## config.mk

```make
export PLATFORM = sky130hd
export DESIGN_NAME = conv_processor_gen
export DESIGN_NICKNAME = d
export VERILOG_FILES = /design/src/rtl/conv_processor_gen.sv
export SDC_FILE = /design/constraint.sdc
export NUM_CORES = 1
export LEC_CHECK = 0
export ABC_AREA = 1
export CORE_MARGIN = 2
export CORE_UTILIZATION = 49
export DETAILED_ROUTE_END_ITERATION = 8
export PLACE_DENSITY = 0.75
export REMOVE_ABC_BUFFERS = 1
export SLEW_MARGIN = 20
export SYNTH_ARGS = -nofsm -noshare
export SYNTH_HDL_FRONTEND = slang
export SYNTH_SLANG_ARGS = --single-unit
```

## constraint.sdc

```tcl
create_clock -name clk -period 8.26 [get_ports clk]
set_input_delay 1.239 -clock clk [delete_from_list [all_inputs] [get_ports clk]]
set_output_delay 1.239 -clock clk [all_outputs]
set_load 0.05 [all_outputs]
```

## src/rtl/conv_processor_gen.sv

```systemverilog
// Parametrised 1-D convolution engine: Z = X * Y read from synchronous memories,
// with full/valid modes, signed/unsigned operands and saturating results.
module conv_processor_gen #(
    parameter int DATA_W = 8,
    parameter int ADDR_W = 6,
    parameter int OUT_W  = 16,
    parameter int ACC_W  = 2*DATA_W+ADDR_W
) (
    input  logic              clk,
    input  logic              rst,
    input  logic              start_i,
    input  logic              mode_i,
    input  logic              signed_i,
    input  logic [ADDR_W-1:0] sizeX_i,
    input  logic [ADDR_W-1:0] sizeY_i,
    output logic [ADDR_W-1:0] memXaddr_o,
    input  logic [DATA_W-1:0] dataX_i,
    output logic [ADDR_W-1:0] memYaddr_o,
    input  logic [DATA_W-1:0] dataY_i,
    output logic [ADDR_W:0]   memZaddr_o,
    output logic [OUT_W-1:0]  dataZ_o,
    output logic              writeZ_o,
    output logic              busy_o,
    output logic              done_o,
    output logic              sat_o
);

    typedef enum logic [2:0] {IDLE, INIT, READ, MAC, WRITE, DONE} state_t;

    localparam int PW = 2*DATA_W+2;
    localparam logic [ADDR_W-1:0]       ONE_A  = ADDR_W'(1);
    localparam logic [ADDR_W:0]         ONE_N  = (ADDR_W+1)'(1);
    localparam logic [ADDR_W:0]         TWO_N  = (ADDR_W+1)'(2);
    localparam logic signed [ACC_W:0]   ONE_C  = (ACC_W+1)'(1);
    localparam logic signed [ACC_W:0]   U_MAX  = (ONE_C <<< OUT_W) - ONE_C;
    localparam logic signed [ACC_W:0]   S_MAX  = (ONE_C <<< (OUT_W-1)) - ONE_C;
    localparam logic signed [ACC_W:0]   S_MIN  = -(ONE_C <<< (OUT_W-1));
    localparam logic [OUT_W-1:0]        Z_UMAX = '1;
    localparam logic [OUT_W-1:0]        Z_SMAX = {1'b0, {(OUT_W-1){1'b1}}};
    localparam logic [OUT_W-1:0]        Z_SMIN = {1'b1, {(OUT_W-1){1'b0}}};

    state_t state, state_next;

    logic [ADDR_W-1:0]     size_x, size_y;
    logic                  mode_r, signed_r;
    logic [ADDR_W:0]       n;
    logic [ADDR_W-1:0]     k;
    // One bit wider than ACC_W so an unsigned full-length sum stays positive.
    logic signed [ACC_W:0] acc;
    logic [ADDR_W-1:0]     addr_x, addr_y;
    logic [ADDR_W:0]       z_addr;
    logic [OUT_W-1:0]      z_data;
    logic                  sat_r;

    logic [ADDR_W-1:0]     off;
    logic [ADDR_W:0]       m;
    logic [ADDR_W-1:0]     k_lo, k_hi;
    logic [ADDR_W:0]       last_n;
    logic                  degenerate;
    logic signed [PW-1:0]  ext_x, ext_y, prod;
    logic signed [ACC_W:0] acc_next;
    logic [OUT_W-1:0]      sat_val;
    logic                  clamp;

    assign off        = mode_r ? (size_y - ONE_A) : '0;
    assign m          = n + {1'b0, off};
    assign k_lo       = (m >= {1'b0, size_y}) ? (m[ADDR_W-1:0] - size_y + ONE_A) : '0;
    assign k_hi       = (m < {1'b0, size_x}) ? m[ADDR_W-1:0] : (size_x - ONE_A);
    assign last_n     = mode_r ? ({1'b0, size_x} - {1'b0, size_y})
                               : ({1'b0, size_x} + {1'b0, size_y} - TWO_N);
    assign degenerate = (size_x == '0) || (size_y == '0) || (mode_r && (size_y > size_x));

    always_comb begin
        ext_x    = signed_r ? {{(DATA_W+2){dataX_i[DATA_W-1]}}, dataX_i}
                            : {{(DATA_W+2){1'b0}}, dataX_i};
        ext_y    = signed_r ? {{(DATA_W+2){dataY_i[DATA_W-1]}}, dataY_i}
                            : {{(DATA_W+2){1'b0}}, dataY_i};
        prod     = ext_x * ext_y;
        acc_next = acc + {{(ACC_W+1-PW){prod[PW-1]}}, prod};
        sat_val  = acc_next[OUT_W-1:0];
        clamp    = 1'b0;
        if (signed_r) begin
            if (acc_next > S_MAX) begin
                sat_val = Z_SMAX;
                clamp   = 1'b1;
            end else if (acc_next < S_MIN) begin
                sat_val = Z_SMIN;
                clamp   = 1'b1;
            end
        end else if (acc_next > U_MAX) begin
            sat_val = Z_UMAX;
            clamp   = 1'b1;
        end
    end

    always_ff @(posedge clk) begin
        if (rst) begin
            state <= IDLE;
        end else begin
            state <= state_next;
        end
    end

    // Degenerate sizes are judged in INIT from the latched values, so such runs
    // still spend one busy cycle before DONE.
    always_comb begin
        state_next = state;
        case (state)
            IDLE:    if (start_i) state_next = INIT;
            INIT:    state_next = degenerate ? DONE : READ;
            READ:    state_next = MAC;
            MAC:     state_next = (k == k_hi) ? WRITE : READ;
            WRITE:   state_next = (n == last_n) ? DONE : INIT;
            DONE:    state_next = IDLE;
            default: state_next = IDLE;
        endcase
    end

    always_comb begin
        writeZ_o = (state == WRITE);
        done_o   = (state == DONE);
        busy_o   = (state == INIT) || (state == READ) || (state == MAC) || (state == WRITE);
    end

    always_ff @(posedge clk) begin
        if (rst) begin
            size_x   <= '0;
            size_y   <= '0;
            mode_r   <= 1'b0;
            signed_r <= 1'b0;
            n        <= '0;
            k        <= '0;
            acc      <= '0;
            addr_x   <= '0;
            addr_y   <= '0;
            z_addr   <= '0;
            z_data   <= '0;
            sat_r    <= 1'b0;
        end else begin
            case (state)
                IDLE: begin
                    if (start_i) begin
                        size_x   <= sizeX_i;
                        size_y   <= sizeY_i;
                        mode_r   <= mode_i;
                        signed_r <= signed_i;
                        sat_r    <= 1'b0;
                        n        <= '0;
                    end
                end
                INIT: begin
                    acc <= '0;
                    k   <= k_lo;
                    if (!degenerate) begin
                        addr_x <= k_lo;
                        addr_y <= m[ADDR_W-1:0] - k_lo;
                    end
                end
                MAC: begin
                    acc <= acc_next;
                    // Result and sticky flag are registered on the last tap so
                    // they are already stable during the write cycle.
                    if (k == k_hi) begin
                        z_addr <= n;
                        z_data <= sat_val;
                        if (clamp) sat_r <= 1'b1;
                    end else begin
                        k      <= k + ONE_A;
                        addr_x <= k + ONE_A;
                        addr_y <= m[ADDR_W-1:0] - k - ONE_A;
                    end
                end
                WRITE: begin
                    if (n != last_n) n <= n + ONE_N;
                end
                default: ;
            endcase
        end
    end

    assign memXaddr_o = addr_x;
    assign memYaddr_o = addr_y;
    assign memZaddr_o = z_addr;
    assign dataZ_o    = z_data;
    assign sat_o      = sat_r;

endmodule

```

==> flow_summary_export.csv <==
group,metric,value,unit
critical_path,reg2reg_slack,0.47,ns
route,drc,0,
clock_tree,numCtsBuffers,9,
floorplanning,num_rows,57,
global_routing,track_usage,25.83,%
clock_tree,ctsLongestPathBuffers,2,
clock_tree,path_clk_slew,0.06,ns
finish,diodes,0,
place,dp_hpwl,26.30,mm
floorplanning,die_h,161.3,um
floorplanning,core_area,0.02432,mm^2
finish,nNetsFinal,2235,
critical_path,required,8.47,ns
critical_path,max_stage_delay,0.58,ns
route,num_vias,11863,
critical_path,crit_slowest_cell,"fa_1",
critical_path,path_max_fanout,8,
place,dp_slack,-0.8768,ns
route,final_antenna_net_count,0,
sta,tightest_slew,0.9910,ns
route,drtPass1Iterations,8,
min_path,whs_path_depth,2,
yosys,ys.flop_type,"dfxtp_1",
finish,multi_input_area,0.009289,mm^2
clock_tree,clk_latency,0.36,ns
finish,nFillCells,2101,
sta,slew_headroom,33.77,%
clock_tree,cts.htree.levels,3,
sta,post-route-min-period,7.930,ns
place,placed_cell_area,0.01387,mm^2
critical_path,r2r-end,"dataZ_o[7]",
clock_tree,cts.sinks,89,
yosys,synthArstFlopShare,0,%
sta,finalSetupViolations,0,
critical_path,cp-end-kind,"flop",
sta,max_freq,126.1,MHz
clock_tree,cts-root-buf,"clkbuf_16",
floorplanning,die_x,161.3,um
place,gp_congestion,0.9883,
yosys,ys_warn_count,0,
finish,postLayoutCellArea,0.01504,mm^2
sta,finalHoldViolCount,0,
sta,period_share,96.01,%
sta,skew,0.01489,ns
route,drtIter0Drc,861,
route,post_drt_via_cell_ratio,5.189,
yosys,synth_cell_types,46,
sta,drv_slew,0,
route,drt-total-wl,34.09,mm
yosys,syn_area,0.01212,mm^2
critical_path,critPathKind,"in -> reg",
job,drv_cap,0,
yosys,synthCells,1792,
yosys,synth_seq_cells,89,
finish,post-route-util,61.84,%
global_routing,antenna_found_initial,0,
critical_path,r2r-start,"signed_r",
min_path,holdCritStartpoint,"memXaddr_o[5]",
floorplanning,die-area,0.02600,mm^2
critical_path,arrival,8.14,ns
critical_path,cp-start-kind,"input port",
finish,drive_above_1_share,16.46,%
finish,final_cell_mix,"433 x nand2_1, 349 x inv_1, 129 x buf_4",
outcome,status,"finished, final reports clean",
min_path,min_path_type,"reg -> reg",
finish,final_common_cell,"nand2_1",
sta,whs,0.4666,ns
yosys,ys_seq_area_share,14.70,%
sta,postLayoutSetupSlackWorst,0.3296,ns
floorplanning,start_util,49.83,%
route,wl_per_cell,14.91,um
yosys,avgSynthCellArea,6.762,um^2
finish,area_growth,24.10,%
place,io_buffer_count,71,
finish,seq_area,0.001782,mm^2
global_routing,grt_pass1_wl,54.67,mm
yosys,synth_edf_count,0,
global_routing,grt_max_degree,50,
global_routing,grt_overflow,0,
floorplanning,io_pins,72,
critical_path,rr_worst_depth,37,
global_routing,grt_pass1_vias,11562,
min_path,hold_path_end,"memXaddr_o[5]",
clock_tree,cts_tree,"done",
-- synth_stat cells, types with 8 or more instances --
cell      count  area share, %
a21oi_1     119            4.9
buf_2         8           0.33
clkbuf_1     31           0.96
clkinv_1      9           0.28
dfxtp_1      89             15
fa_1        101             17
ha_1        142             15
inv_1       362             11
inv_2        13           0.40
nand2_1     454             14
nand2_2      13           0.67
nand3_1      96            4.0
nand3_2       8           0.66
nand4_1      19           0.98
nor2_1      119            3.7
nor3_1       19           0.78
o21ai_0      59            2.4
o21ai_1      16           0.66
xnor2_1      19            1.4
xor2_1       33            2.4
-- state kept, by name, indices dropped and copies added (netlist names), 7 cells and up --
signal / flops
acc: 23
dataZ_o: 16
memZaddr_o: 7
n: 7
-- layout make-up --
class,instances,area share [%]
multi-input combinational,1270,61.77
sequential,89,11.85
timing repair buffer,205,11.75
inverter,384,9.585
tap,324,2.696
clock buffer,9,1.498
clock inverter,5,0.8570
-- routing by layer --
metal | GRT usage (%) | share of wire (%)
met1 | 34.05 | 43
met2 | 44.07 | 48
met3 | 3.030 | 6.2
met4 | 8.888 | 2.9
met5 | 0 | 0
-- worst max-delay path by stage --
stage	start	to
global route	dataY_i[7]	dataZ_o[4]
CTS	dataY_i[1]	dataZ_o[7]
detailed placement	dataX_i[7]	dataZ_o[14]
global placement	dataX_i[7]	dataZ_o[12]
finish	dataX_i[7]	dataZ_o[7]
floorplan	dataY_i[3]	dataZ_o[2]
-- metrics by stage --
step / cells / setup TNS [ns]
floorplan: 1741 / 0
global placement: 2253 / -12.42
detailed placement: 2253 / -15.81
CTS: 2275 / 0
global route: 2286 / -0.1950
finish: 2286 / 0
-- logic make-up (layout without fill, tap and decap cells) --
kind of cell | after synthesis | count (layout) | synth area share, %
AOI/OAI and AO/OA | 225 | 225 | 10.01
adders and majority gates | 243 | 243 | 31.35
DFF | 89 | 89 | 14.70
buffers and inverters | 435 | 603 | 13.96
xor gates and xnor gates | 52 | 52 | 3.758
and+or+nand+nor | 748 | 750 | 26.23
-- critical path: cells and delay by family --
kind | cells | cell delay [ns]
adder cells (fa/ha/maj) | 8 | 3.67
AND/OR/NAND/NOR | 16 | 1.53
buffers and inverters | 9 | 0.94
AO/OA/AOI/OAI | 5 | 0.74
-- repair_timing --
action / CTS / global route
hold buffers: 0 / 0
resized for setup: 64 / 110
setup buffers: 6 / 9
pin swaps: 18 / 54
gates cloned: 2 / 1
endpoints found under the setup margin: 18 / 18
Power is left out: the tool's default activity adds up to more than one toggle a clock period on the data nets, which glitch-free logic cannot reach.
